[config.mk]
export PLATFORM = sky130hd
export DESIGN_NAME = btn_debounce_pulse
export DESIGN_NICKNAME = d
export VERILOG_FILES = /design/src/rtl/btn_debounce_pulse.sv
export SDC_FILE = /design/constraint.sdc
export NUM_CORES = 1
export LEC_CHECK = 0
export BUFFER_PORTS_ARGS = -buffer_cell sky130_fd_sc_hd__buf_4
export CELL_PAD_IN_SITES_DETAIL_PLACEMENT = 1
export CELL_PAD_IN_SITES_GLOBAL_PLACEMENT = 1
export CORE_MARGIN = 1.5
export CORE_UTILIZATION = 52
export CTS_CLUSTER_DIAMETER = 40
export DETAILED_ROUTE_END_ITERATION = 10
export GPL_TIMING_DRIVEN = 0
export PLACE_DENSITY = 0.83
export SYNTH_ARGS = -nofsm -noshare
export SYNTH_HDL_FRONTEND = slang
export SYNTH_SLANG_ARGS = --single-unit
[constraint.sdc]
create_clock -name clk -period 5.2 [get_ports clk]
set_input_delay 1.3 -clock clk [delete_from_list [all_inputs] [get_ports clk]]
set_output_delay 1.3 -clock clk [all_outputs]
set_load 0.02 [all_outputs]
[src/rtl/btn_debounce_pulse.sv]
// btn_debounce_pulse: multi-channel push-button conditioner.
// Each raw button is synchronised into clk and debounced against a shared,
// free-running 1 ms timebase. Every channel produces a registered debounced
// level and a one-cycle pulse when a press is accepted.
// Optional feature macro: BTN_AUTOREPEAT_EN. When it is defined, a held
// button also produces auto-repeat pulses, first after REPEAT_DELAY_MS ticks
// and then every REPEAT_RATE_MS ticks.
module btn_debounce_pulse #(
   parameter int unsigned N_BTN           = 2,
   parameter int unsigned CLK_FREQ        = 125000000,
   parameter int unsigned DEBOUNCE_MS     = 20,
   parameter int unsigned REPEAT_DELAY_MS = 500,
   parameter int unsigned REPEAT_RATE_MS  = 100
) (
   input  logic             clk,
   input  logic             rst,
   input  logic [N_BTN-1:0] btn_raw,
   output logic [N_BTN-1:0] btn_level,
   output logic [N_BTN-1:0] btn_pulse,
   output logic             tick_1ms
);

   localparam int unsigned TB_CNT = CLK_FREQ / 1000;
   localparam int unsigned TB_W   = (TB_CNT > 1) ? $clog2(TB_CNT) : 1;
   localparam int unsigned DCNT_W = 8;

   localparam logic [TB_W-1:0]   TB_LAST   = TB_W'(TB_CNT - 1);
   localparam logic [DCNT_W-1:0] DCNT_LAST = DCNT_W'(DEBOUNCE_MS - 1);

   // Legal ranges for every module parameter.
   localparam bit CFG_OK = (N_BTN >= 1)
                        && (CLK_FREQ >= 1000) && ((CLK_FREQ % 1000) == 0)
                        && (DEBOUNCE_MS >= 1) && (DEBOUNCE_MS <= 255)
                        && (REPEAT_DELAY_MS >= 1) && (REPEAT_DELAY_MS <= 1023)
                        && (REPEAT_RATE_MS >= 1) && (REPEAT_RATE_MS <= 1023);

   // Refuse to elaborate an out-of-range configuration.
   if (!CFG_OK) begin : g_bad_cfg
      $error("btn_debounce_pulse: parameter out of range");
   end

   typedef enum logic [1:0] {
      ST_IDLE         = 2'd0,
      ST_PRESS_WAIT   = 2'd1,
      ST_HELD         = 2'd2,
      ST_RELEASE_WAIT = 2'd3
   } state_t;

   // Two-flop synchroniser.
   logic [N_BTN-1:0]  sync1_q, sync1_d;
   logic [N_BTN-1:0]  sync2_q, sync2_d;

   // Shared timebase.
   logic [TB_W-1:0]   tb_cnt_q, tb_cnt_d;
   logic              tick_q, tick_d;

   // Per-channel debounce state.
   state_t            state_q [N_BTN];
   state_t            state_d [N_BTN];
   logic [DCNT_W-1:0] dcnt_q  [N_BTN];
   logic [DCNT_W-1:0] dcnt_d  [N_BTN];
   logic [N_BTN-1:0]  level_q, level_d;
   logic [N_BTN-1:0]  pulse_q, pulse_d;

`ifdef BTN_AUTOREPEAT_EN
   localparam int unsigned RCNT_W = 10;
   localparam logic [RCNT_W-1:0] RPT_DELAY_LAST = RCNT_W'(REPEAT_DELAY_MS - 1);
   localparam logic [RCNT_W-1:0] RPT_RATE_LAST  = RCNT_W'(REPEAT_RATE_MS - 1);

   // Repeat tick counter and "first repeat already fired" flag per channel.
   logic [RCNT_W-1:0] rcnt_q  [N_BTN];
   logic [RCNT_W-1:0] rcnt_d  [N_BTN];
   logic [N_BTN-1:0]  rpt_q, rpt_d;
`endif

   // Synchroniser next state: shift raw input through two stages.
   always_comb begin
      sync1_d = btn_raw;
      sync2_d = sync1_q;
   end

   // Timebase next state: wrap at terminal count; strobe lands in that cycle.
   always_comb begin
      tb_cnt_d = (tb_cnt_q == TB_LAST) ? '0 : tb_cnt_q + TB_W'(1);
      tick_d   = (tb_cnt_d == TB_LAST);
   end

   // Synchroniser and timebase registers.
   always_ff @(posedge clk or posedge rst) begin
      if (rst) begin
         sync1_q  <= '0;
         sync2_q  <= '0;
         tb_cnt_q <= '0;
         tick_q   <= 1'b0;
      end else begin
         sync1_q  <= sync1_d;
         sync2_q  <= sync2_d;
         tb_cnt_q <= tb_cnt_d;
         tick_q   <= tick_d;
      end
   end

   // Per-channel FSM next state, debounce count, level and pulse.
   always_comb begin
      level_d = level_q;
      pulse_d = '0;
`ifdef BTN_AUTOREPEAT_EN
      rpt_d   = rpt_q;
`endif
      for (int unsigned i = 0; i < N_BTN; i++) begin
         state_d[i] = state_q[i];
         dcnt_d[i]  = dcnt_q[i];
`ifdef BTN_AUTOREPEAT_EN
         rcnt_d[i]  = rcnt_q[i];
`endif
         case (state_q[i])
            ST_IDLE: begin
               if (sync2_q[i]) begin
                  state_d[i] = ST_PRESS_WAIT;
                  dcnt_d[i]  = '0;
               end
            end

            ST_PRESS_WAIT: begin
               if (!sync2_q[i]) begin
                  state_d[i] = ST_IDLE;
                  dcnt_d[i]  = '0;
               end else if (tick_q) begin
                  if (dcnt_q[i] == DCNT_LAST) begin
                     state_d[i] = ST_HELD;
                     dcnt_d[i]  = '0;
                     level_d[i] = 1'b1;
                     pulse_d[i] = 1'b1;
`ifdef BTN_AUTOREPEAT_EN
                     rcnt_d[i]  = '0;
                     rpt_d[i]   = 1'b0;
`endif
                  end else begin
                     dcnt_d[i] = dcnt_q[i] + DCNT_W'(1);
                  end
               end
            end

            ST_HELD: begin
               if (!sync2_q[i]) begin
                  state_d[i] = ST_RELEASE_WAIT;
                  dcnt_d[i]  = '0;
               end
`ifdef BTN_AUTOREPEAT_EN
               // Repeat counter runs only while stable in HELD; a release
               // bounce pauses it rather than restarting it.
               else if (tick_q) begin
                  if (rcnt_q[i] == (rpt_q[i] ? RPT_RATE_LAST : RPT_DELAY_LAST)) begin
                     rcnt_d[i]  = '0;
                     rpt_d[i]   = 1'b1;
                     pulse_d[i] = 1'b1;
                  end else begin
                     rcnt_d[i] = rcnt_q[i] + RCNT_W'(1);
                  end
               end
`endif
            end

            ST_RELEASE_WAIT: begin
               if (sync2_q[i]) begin
                  state_d[i] = ST_HELD;
                  dcnt_d[i]  = '0;
               end else if (tick_q) begin
                  if (dcnt_q[i] == DCNT_LAST) begin
                     state_d[i] = ST_IDLE;
                     dcnt_d[i]  = '0;
                     level_d[i] = 1'b0;
                  end else begin
                     dcnt_d[i] = dcnt_q[i] + DCNT_W'(1);
                  end
               end
            end

            default: begin
               state_d[i] = ST_IDLE;
               dcnt_d[i]  = '0;
               level_d[i] = 1'b0;
            end
         endcase
      end
   end

   // Per-channel FSM registers and registered outputs.
   always_ff @(posedge clk or posedge rst) begin
      if (rst) begin
         for (int unsigned i = 0; i < N_BTN; i++) begin
            state_q[i] <= ST_IDLE;
            dcnt_q[i]  <= '0;
`ifdef BTN_AUTOREPEAT_EN
            rcnt_q[i]  <= '0;
`endif
         end
         level_q <= '0;
         pulse_q <= '0;
`ifdef BTN_AUTOREPEAT_EN
         rpt_q   <= '0;
`endif
      end else begin
         for (int unsigned i = 0; i < N_BTN; i++) begin
            state_q[i] <= state_d[i];
            dcnt_q[i]  <= dcnt_d[i];
`ifdef BTN_AUTOREPEAT_EN
            rcnt_q[i]  <= rcnt_d[i];
`endif
         end
         level_q <= level_d;
         pulse_q <= pulse_d;
`ifdef BTN_AUTOREPEAT_EN
         rpt_q   <= rpt_d;
`endif
      end
   end

   // Outputs come straight from flops.
   assign btn_level = level_q;
   assign btn_pulse = pulse_q;
   assign tick_1ms  = tick_q;

endmodule

* Word level (Yosys, flattened, before mapping) *
Cells that the tools add are included.

storage, ports and cells
  logic and storage cells = 113
  bits of input ports = 4
  register bits = 46
  output and inout bits = 5

operators by class
  reduce and logical (&&, ||, !) cells = 10
  add/sub/neg operators = 3
  mux-type cells = 55
  equal/unequal tests = 34

operators by type and width
  cell                     number
  $mux W8                  12
  $pmux W8 S4              2
  $eq A17 B17 Y1 const B   2
  $mux W2                  16
  $ne A2 B2 Y1 const B     16
  $ne A3 B3 Y1 const B     8
  $mux W1                  20
  $add A17 B1 Y17 const B  1
  $mux W17                 1
  $add A8 B1 Y8 const B    2
  $eq A8 B5 Y1 const B     2
  $pmux W2 S4              2
  $reduce_and A7 Y1        2
  $reduce_and A6 Y1        2
  $eq A2 B2 Y1 const B     4
  $eq A2 B1 Y1 const B     2
  $logic_not A2 Y1         2
  $pmux W1 S2              2
  $reduce_and A2 Y1        2
  $reduce_bool A2 Y1       2

* Logic depth before layout (Yosys ltp) *
Gate-level depths: netlist (run 1).

  word-level depth = 5
  depth in mapped cells = 7
  mapped depth without buffers = 6

* Least setup slack after synthesis (run 1) *
Ideal clock, no wire load.

  path kind = register to register
  start = register tb_cnt_q[0]
  end = register tick_q, in the netlist tick_1ms
  library setup time = 0.111 ns
  path buffers = 0
  data required time = 5.089 ns
  arrival = 1.662 ns
  cell stages (with the launch flop) = 7
  clock period less this slack = 1.773 ns
  path slack = 3.427 ns
  cells stage by stage = dfrtp_1 > ha_1 > and3_1 > nor4_1 > a221oi_1 > a211o_1 > a2111oi_2

on the way
  longest elaborated chain between the ends = 3
  elaborated cells on any way between the ends = 4
  classes of those cells = add/sub: 1; eq/ne: 2; mux: 1

ends and longest elaborated chain
  element                                                   line  text
  start, declared                                           54    logic [TB_W-1:0] tb_cnt_q, tb_cnt_d;
  start signal, assigned                                    98    tb_cnt_q <= tb_cnt_d;
  $add A17 B1 Y17 / $eq A17 B17 Y1 (equally long branches)  84    tb_cnt_d = (tb_cnt_q == TB_LAST) ? '0 : tb_cnt_q + TB_W'(1);
  $mux W17 *                                                84
  $eq A17 B17 Y1 *                                          85    tick_d = (tb_cnt_d == TB_LAST);
  via tick_d                                                55    logic tick_q, tick_d;
  end signal, assigned                                      99    tick_q <= tick_d;
  end, declared                                             55

The timed path passes the listed nets; every way through them passes the cells marked *.
A chain may end at the register's enable or synchronous reset.

* Worst setup path after layout (run 1) *
  start = register level_q[0], in the netlist btn_level[0]
  end = output btn_level[0]

RTL lines
  element                 line  text
  start, declared         62    logic [N_BTN-1:0] level_q, level_d;
  start signal, assigned  211   level_q <= level_d;
  end, declared           18    output logic [N_BTN-1:0] btn_level,

No word-level cell between the ends.

==> results of run 1 <==
-- worst paths after layout --
| path | start | cells after the start | slack (ns) | endpoint |
|---|---|---|---|---|
| setup / recovery | btn_level[0] | 1 | 3.04 | btn_level[0] |
| hold / removal | sync1_q[1] | 0 | 0.35 | sync2_q[1] |
| setup reg to reg | tb_cnt_q[0] | 5 | 3.16 | tick_1ms |
| hold reg to reg | sync1_q[1] | 0 | 0.35 | sync2_q[1] |
| max in group asynchronous | rst | 3 | 3.85 | tb_cnt_q[7] |
| min in group asynchronous | rst | 2 | 0.91 | btn_pulse[1] |
-- power groups by stage --
stage	Sequential, mW	Combinational [mW]	Clock [mW]
after floorplan	0.368	0.0129	0
after global placement	0.369	0.0182	0
after detailed placement	0.369	0.0210	0
after CTS	0.362	0.0209	0.268
after global routing	0.362	0.0231	0.278
final	0.362	0.0202	0.260
-- registers in the layout (all words and copies together) (netlist names), named ones only --
register	cells
tb_cnt_q	17
tick_1ms	1
dcnt_q	16
sync2_q	2
sync1_q	2
state_q	2
btn_level	2
btn_pulse	2
-- synth_stat cells, types with 3 or more instances --
library cell / n / area (um2)
buf_2: 3 / 15.0
nand4b_1: 3 / 26.3
nand3_1: 9 / 45.0
nor2b_1: 4 / 25.0
and3_1: 3 / 18.8
ha_1: 3 / 37.5
nor2_1: 31 / 116
dfrtp_1: 46 / 1150
xnor2_1: 7 / 61.3
o31ai_1: 5 / 37.5
mux2i_1: 4 / 40.0
xor2_1: 16 / 140
and2_1: 4 / 25.0
o21ai_0: 15 / 75.1
inv_1: 7 / 26.3
nand2_1: 21 / 78.8
nand2b_1: 4 / 25.0
nor3_1: 4 / 20.0
nand4_1: 9 / 56.3
-- routing by layer --
metal / vias up / wire [um] / track usage (%)
met4: 0 / 58 / 7.05
met5: - / 0 / 0
met3: 5 / 65 / 4.33
met1: 896 / 2140 / 26.5
li1: 848 / - / -
met2: 7 / 2370 / 35.9
-- cells by family after synthesis --
logic type / Yosys count / share of synthesized area [%]
buffers and inverters: 11 / 1.92
and+or+nand+nor: 111 / 27.9
AOI/OAI and AO/OA: 32 / 8.84
adders and majority gates: 3 / 1.60
xor gates and xnor gates: 23 / 8.58
DFF: 46 / 49.0
muxes: 5 / 2.18
-- layout make-up --
cell class	count	area [um2]
fillers	497	1750
multi-input cells	174	1150
flip-flops and latches	46	1150
repair buffers	9	80.1
clock buffers	7	76.3
well taps	52	65.1
clock inverters	1	30.0
inverters	7	26.3
plain buffers	4	18.8
==> flow_summary.toml, run 1 <==
[drt]
wl_per_cell_um = 15.4
wl_mm = 4.63
drcViolationCount = 0
first_iter_violations = 54
antenna_left = 0
dr.pass1.iters = 5
vias_per_cell = 5.85
vias = 1756

[cts]
holdBufCountCts = 0
cts_buffers = 5
cts_tree = "built"
ctsResizeCount = 0
h-tree-depth = 2
clockBufferDepth = 2
cts.clk_slew.worst_paths_ns = 0.08
post_cts_buffers = 0
clock_latency_ns = 0.30
cts.sinks = 46
cts_root_buffer = "clkbuf_8"

[critical_path]
worst-endpoint-required_ns = 3.90
worstPathMaxFanout = 3
path_delay_family = "flip-flops"
path_buf_inv = 1
path_cells = "buf_4"
worstSetupStartpointType = "flip-flop"
slowest_stage = "dfrtp_1"
cp.arrival_ns = 0.86
cpPeakStageDelay_ns = 0.40
cp-end-kind = "output port"
critical_path_class = "flip-flop to output port"

[timing]
fin_ws_ns = 3.04
worst_slew_pin_slew_ns = 0.511
final-hold-violation-count = 0
whs_ns = 0.354
fin_worst_skew_ns = 0.00718
rsz0062_at_grt = "false"
finalSetupViolCount = 0
finalMaxSlewViolations = 0
tns_ns = 0
min_period_over_period_pct = 41.5
period_minus_slack_ns = 2.16
maxSlewHeadroom_pct = 65.4
timing.fmax_ghz = 0.463

[synth]
synth_cell_types = 47
synthCells = 231
netlist_area_um2 = 2350
synth-edff-count = 0
syn_nets = 238
synth_ff_type = "dfrtp_1"
synthArstFlopShare_pct = 100
ys_seq_area_share_pct = 49.0
ys_seq_elements = 46
yosys_warnings = 0
syn-mean-instance-area_um2 = 10.2

[die]
die_h_um = 70.2
dieArea_um2 = 4930
die_w_um = 70.2
rows = 24
floorplan.initialDensity_pct = 53.9
core_um2 = 4350
ios = 9

[final_layout]
syn_to_final_growth_pct = 10.7
layout.nets = 254
final_util_pct = 59.7
layout_common_cells = "dfrtp_1 (46), nor2_1 (31), nand2_1 (21)"
n_antenna_cell = 0
layout_commonest_cell = "dfrtp_1"
instances_no_fill = 300
final_area_um2 = 2600
layout-drive-gt1-share_pct = 12.1

[power]
p_per_area_nw_per_um2 = 247
total_power_mw = 0.642
pwr-share-comb_pct = 3.1
pwr-share-clk_pct = 40.5
peakVddDrop_mv = 0.150
power_switching_mw = 0.132
intPower_mw = 0.510
swShare_pct = 20.5
sequentialPowerShare_pct = 56.3
leakage_nw = 1.14

[global_route]
grt_pass1_vias = 1782
antenna_found_initial = 0
grt_max_degree = 40
grt_pass1_wl_mm = 8.12
gr-usage-all-layers_pct = 20.9
overflow = 0

[run_status]
status = "complete, no violations"

[place]
dp_hpwl_mm = 3.39
gp_congestion = 0.787
place_area_um2 = 2490
port_buffers = 8
dp_slack_ns = 3.18
place_inst = 292

[min_path]
hold_path.class = "flip-flop to flip-flop"

[run]
cap_violations = 0
Note: power is estimated with default switching activity, not from simulation.
==> inputs of run 2 (changes only) <==
Settings changed: CORE_UTILIZATION 52 to 48, PLACE_DENSITY 0.83 to 0.78.
Clock period 5.2 ns to 2 ns, I/O delays scaled along.
==> run 2 against run 1 <==
Net effect: cell area increased by 1.9%; worst hold slack worse by 0.19 ns; critical path depth rose by 6; worst setup slack got worse by 2.9 ns; core utilization is 3.6 points lower; sequential power rose to 2.6 times the previous value; clock-buffer cell count fell by 2; global-route usage fell by 1.0 points.
==> flow_summary.toml, run 2 (same netlist as run 1, synthesis figures left out) <==
[run_status]
status = "complete, no violations"

[cts]
post_cts_buffers = 0
cts_buffers = 5
h-tree-depth = 2
cts.sinks = 46
cts_root_buffer = "clkbuf_8"
clockBufferDepth = 2
cts.clk_slew.worst_paths_ns = 0.09
clock_latency_ns = 0.31
cts_tree = "built"

[critical_path]
worstPathMaxFanout = 10
worst_r2r_endpoint = "dcnt_q[7]"
critical_path_class = "flip-flop to flip-flop"
path_buf_inv = 1
worst-endpoint-required_ns = 2.22
cp.arrival_ns = 2.10
path_cells = "ha_1 -> and2_1 -> a311o_1 -> buf_2 -> a41oi_1 -> o21ai_0 -> o31ai_1"
ff2ff_path_depth = 7
r2r_start = "dcnt_q[0]"
critPathLaunch = "dcnt_q[0]"
cpPeakStageDelay_ns = 0.46
path_delay_family = "compound AO/OA/AOI/OAI gates"
worstSetupStartpointType = "flip-flop"
reg2reg_slack_ns = 0.12
slowest_stage = "dfrtp_2"
cp-end-kind = "flip-flop"

[global_route]
grt_max_degree = 33
gr-usage-all-layers_pct = 19.9
grt_pass1_wl_mm = 8.18
grt_pass1_vias = 1767
overflow = 0
antenna_found_initial = 0

[die]
core_um2 = 4720
floorplan.initialDensity_pct = 49.7
rows = 25
die_h_um = 72.9
ios = 9
dieArea_um2 = 5320
die_w_um = 72.9

[drt]
dr.pass1.iters = 4
antenna_left = 0
vias_per_cell = 5.62
first_iter_violations = 70
vias = 1769
wl_mm = 4.81
drcViolationCount = 0
wl_per_cell_um = 15.3

[power]
swShare_pct = 23.5
power_switching_mw = 0.367
sequentialPowerShare_pct = 60.1
total_power_mw = 1.56
pwr-share-clk_pct = 36.6
intPower_mw = 1.20
leakage_nw = 1.15
p_per_area_nw_per_um2 = 590
pwr-share-comb_pct = 3.3
peakVddDrop_mv = 0.511

[timing]
finalSetupViolCount = 0
maxSlewHeadroom_pct = 67.4
timing.fmax_ghz = 0.531
finalMaxSlewViolations = 0
worst_slew_pin_slew_ns = 0.486
period_minus_slack_ns = 1.88
fin_worst_skew_ns = 0.0113
whs_ns = 0.162
min_period_over_period_pct = 94.2
final-hold-violation-count = 0

[run]
cap_violations = 0

[final_layout]
layout_commonest_cell = "dfrtp_1"
multi_input_area_um2 = 1200
largest_reg_flops = 17
fillers = 521
final_area_um2 = 2650
top_register = "tb_cnt_q"
syn_to_final_growth_pct = 12.8
regArea_um2 = 1150
reg.largest.list = "tb_cnt_q: 17 flops, dcnt_q: 16 flops"
n_antenna_cell = 0
layout_common_cells = "dfrtp_1 (44), nor2_1 (31), nand2_1 (21)"
layout-drive-gt1-share_pct = 15.7
layout.nets = 254

[place]
dp_hpwl_mm = 3.40
place_area_um2 = 2510
port_buffers = 8
gp_congestion = 0.780

[min_path]
hold_path.class = "input port to async pin"
run 2: layout make-up:
cell class | count | share of cell area [%]
Timing Repair Buffer | 9 | 3.02
Tap cell | 67 | 3.16
Clock buffer | 5 | 2.60
Inverter | 7 | 0.992
Clock inverter | 3 | 0.803
Sequential cell | 46 | 43.5
Multi-Input combinational cell | 174 | 45.2
Buffer | 4 | 0.708
run 2: repair_timing:
action / 4_1_cts / 5_1_grt
resized for setup: 2 / 7
pin swaps: 0 / 1
hold buffers: 0 / 0
cloned: 0 / 0
setup endpoints to repair: 1 / 10
run 2: power groups by stage:
| stage | logic, mW | registers, mW | clock network, mW |
|---|---|---|---|
| global route | 0.0595 | 0.942 | 0.637 |
| detailed placement | 0.0545 | 0.959 | 0 |
| CTS | 0.0545 | 0.940 | 0.599 |
| floorplan | 0.0334 | 0.958 | 0 |
| finish | 0.0523 | 0.940 | 0.572 |
| global placement | 0.0479 | 0.959 | 0 |
run 2: stage by stage:
step / utilization [%] / TNS, ns / setup slack [ns] / cells
global route: 56.1 / -0.00853 / -0.00853 / 315
global placement: 52.8 / -8.53 / -0.187 / 306
CTS: 55.3 / 0 / 0.0404 / 315
detailed placement: 53.2 / -0.0584 / -0.0584 / 307
floorplan: - / 0 / 0.227 / 231
finish: 56.1 / 0 / 0.115 / 315
run 2: worst max path at each step:
stage | slack (ns) | to | cells after the start
final | 0.12 | dcnt_q[7] | 7
after global routing | -0.009 | tick_1ms | 6
after CTS | 0.04 | tick_1ms | 6
after detailed placement | -0.06 | tick_1ms | 5
after global placement | -0.19 | tb_cnt_q[14] | 2
after floorplan | 0.23 | tick_1ms | 6
run 2: routing by layer:
metal / up-vias / GRT usage [%] / share of wire, %
met1: 888 / 25.6 / 46
met3: 11 / 4.14 / 2.0
li1: 852 / - / -
met4: 0 / 6.92 / 1.9
met5: - / 0 / 0
met2: 18 / 33.3 / 50
==> inputs of run 3 (changes only) <==
Settings changed: ABC_AREA set to 1, CAP_MARGIN set to 20, CORE_UTILIZATION 48 to 47, CTS_BUF_LIST set to sky130_fd_sc_hd__clkbuf_2, PLACE_DENSITY 0.78 to 0.81.
==> run 3 against run 2 <==
Net effect: power increased by 1.2%; clock skew increased by 0.0072 ns; non-clock buffer count decreased by 2; synthesized area increased by 4.7%; first-iteration DRC count decreased by 19%; sequential share of layout area decreased by 0.58 points; die area increased by 6.7%; worst hold slack improved by 0.012 ns; global-route usage increased by 2.5 points; sequential power increased by 4.6%; largest cell class is now sequential cells.
==> flow_summary.toml, run 3 <==
[drt]
drcViolationCount = 0
wl_mm = 5.60
dr.pass1.iters = 4
vias = 2113
antenna_left = 0
first_iter_violations = 57
wl_per_cell_um = 13.3
vias_per_cell = 5.02

[cts]
cts_tree = "built"
clockBufferDepth = 2
cts_buffers = 5
cts.clk_slew.worst_paths_ns = 0.24
cts_root_buffer = "clkbuf_2"
h-tree-depth = 2
clock_latency_ns = 0.42
cts.sinks = 46

[final_layout]
reg.largest.list = "tb_cnt_q: 17 flops, dcnt_q: 16 flops"
layout.nets = 357
syn_to_final_growth_pct = 8.95
largest_reg_flops = 17
layout_commonest_cell = "nand2_1"
instances_no_fill = 421
top_register = "tb_cnt_q"
n_antenna_cell = 0
layout_common_cells = "nand2_1 (77), inv_1 (62), nor2_1 (48)"
final_util_pct = 52.8
layout-drive-gt1-share_pct = 9.69

[critical_path]
worstSetupStartpointType = "flip-flop"
ff2ff_path_depth = 6
r2r_start = "dcnt_q[0]"
cp.arrival_ns = 2.20
worstPathMaxFanout = 6
worst-endpoint-required_ns = 2.34
path_cells = "ha_1 -> inv_1 -> nor4_1 -> nand3_1 -> a21oi_2 -> nor3_1"
endpoint = "dcnt_q[2]"
path_depth = 6
slowest_stage = "dfrtp_1"
path_delay_family = "simple AND/OR/NAND/NOR gates"
critical_path_class = "flip-flop to flip-flop"
path_buf_inv = 1
cpPeakStageDelay_ns = 0.44
critPathLaunch = "dcnt_q[0]"
cp-end-kind = "flip-flop"
reg2reg_slack_ns = 0.14
worst_r2r_endpoint = "dcnt_q[2]"

[synth]
synth_top_family_by_area = "simple AND/OR/NAND/NOR gates"
syn-mean-instance-area_um2 = 7.39
synth_area_leader_cell = "dfrtp_1"
synth_ff_type = "dfrtp_1"
synth_most_common_cell = "nand2_1"
synthMuxAreaShare_pct = 0
synth_top_area_share_pct = 46.8
synthXorXnorAreaFrac_pct = 2.14
synthCells = 333
yosys_warnings = 0
syn_nets = 340
synth_cell_types = 25
synthArstFlopShare_pct = 100
ys_seq_elements = 46
synth_compound_area_share_pct = 6.66
yosys.area_share.adder_pct = 1.53
netlist_area_um2 = 2460
synth_top_cells_by_area = "dfrtp_1 (47%), nand2_1 (12%), inv_1 (9.6%)"
synth-edff-count = 0
ys_seq_area_share_pct = 46.8
yosys.area_share.simple_pct = 32.8
ys_top_cells_by_count = "nand2_1 (77), inv_1 (63), nor2_1 (48), dfrtp_1 (46), nand3_1 (23)"

[global_route]
gr-usage-all-layers_pct = 22.4
antenna_found_initial = 0
grt_pass1_wl_mm = 9.56
grt_pass1_vias = 2213
overflow = 0
grt_max_degree = 33

[timing]
finalMaxSlewViolations = 0
final-hold-violation-count = 0
rsz0062_at_grt = "false"
finalSetupViolCount = 0
period_minus_slack_ns = 1.86
maxSlewHeadroom_pct = 73.5
fin_worst_skew_ns = 0.0185
min_period_over_period_pct = 92.9
worst_slew_pin_slew_ns = 0.394
timing.fmax_ghz = 0.538

[die]
floorplan.initialDensity_pct = 48.5
rows = 26
die_w_um = 75.3
dieArea_um2 = 5680
core_um2 = 5070
die_h_um = 75.3
ios = 9

[power]
peakVddDrop_mv = 0.324
pwr-share-clk_pct = 24.6
pwr-share-comb_pct = 13.2
intPower_mw = 1.11
p_per_area_nw_per_um2 = 591
swShare_pct = 30.2
sequentialPowerShare_pct = 62.1
power_switching_mw = 0.477
leakage_nw = 1.38

[place]
place_inst = 412
gp_congestion = 0.787
port_buffers = 8
dp_hpwl_mm = 4.35

[run_status]
status = "complete, no violations"

[min_path]
hold_path.class = "input port to flip-flop"

[run]
cap_violations = 0
-- run 3: changes by cell type in the layout (fill, tap and decap cells not counted), sizes merged, moves of 6 or more --
cell	previous run	this run
nor2	31	53
nand2	21	82
nand3	11	25
a21oi	2	11
xor2	16	3
nor3	5	13
nand4	11	5
inv	7	64
-- run 3: layout make-up --
class	instances	area, um2
Clock buffer	6	30.0
Tap cell	70	87.6
Clock inverter	2	8.76
Multi-Input combinational cell	222	1060
Timing Repair Buffer	10	90.1
Inverter	64	240
Buffer	1	7.51
Fill cell	685	2390
Sequential cell	46	1150
-- run 3: cell families after synthesis --
family | count (synthesis)
compound gates | 32
xor+xnor | 6
fa+ha+maj | 3
buf+inv | 65
flops | 46
simple gates | 181
-- run 3: metrics by stage --
step | setup WS (ns) | hold slack [ns] | TNS, ns | area [um2] | power (mW)
global route | 0.000532 | 0.128 | 0 | 2680 | 1.67
detailed placement | 0.123 | 0.338 | 0 | 2630 | 1.20
CTS | 0.0783 | 0.141 | 0 | 2680 | 1.60
floorplan | 0.412 | 0.331 | 0 | 2460 | 1.14
finish | 0.142 | 0.174 | 0 | 2680 | 1.58
global placement | -0.261 | 0.332 | -11.92 | 2610 | 1.18
-- run 3: what timing repair did --
item / 4_1_cts / 5_1_grt
buffers inserted: 0 / 0
hold buffers: 1 / 0
endpoints found under the hold margin: 7 / 0
gates resized for setup: 0 / 1
setup endpoints to repair: 0 / 4
-- run 3: power groups by stage --
stage / registers, mW / logic (mW) / clock network [mW]
6_report: 0.983 / 0.210 / 0.390
5_1_grt: 0.989 / 0.244 / 0.442
4_1_cts: 0.984 / 0.206 / 0.410
3_5_place_dp: 1.00 / 0.204 / 0
3_3_place_gp: 0.997 / 0.186 / 0
2_1_floorplan: 0.994 / 0.141 / 0
-- run 3: layer usage --
layer  track usage [%]  vias up  wire [um]
li1                  -     1068          -
met4              5.95        0         65
met5                 0        -          0
met3              3.57        6         88
met1              28.1     1028       2610
met2              40.0       11       2840
-- run 3: how the worst min path moves through the flow --
stage | startpoint | to | slack (ns) | cells after the start
2_1_floorplan | sync1_q[0] | sync2_q[0] | 0.33 | 0
4_1_cts | btn_raw[0] | sync1_q[0] | 0.14 | 1
3_5_place_dp | sync1_q[1] | sync2_q[1] | 0.34 | 0
3_3_place_gp | sync1_q[0] | sync2_q[0] | 0.33 | 0
6_report | btn_raw[0] | sync1_q[0] | 0.17 | 1
5_1_grt | btn_raw[0] | sync1_q[0] | 0.13 | 1
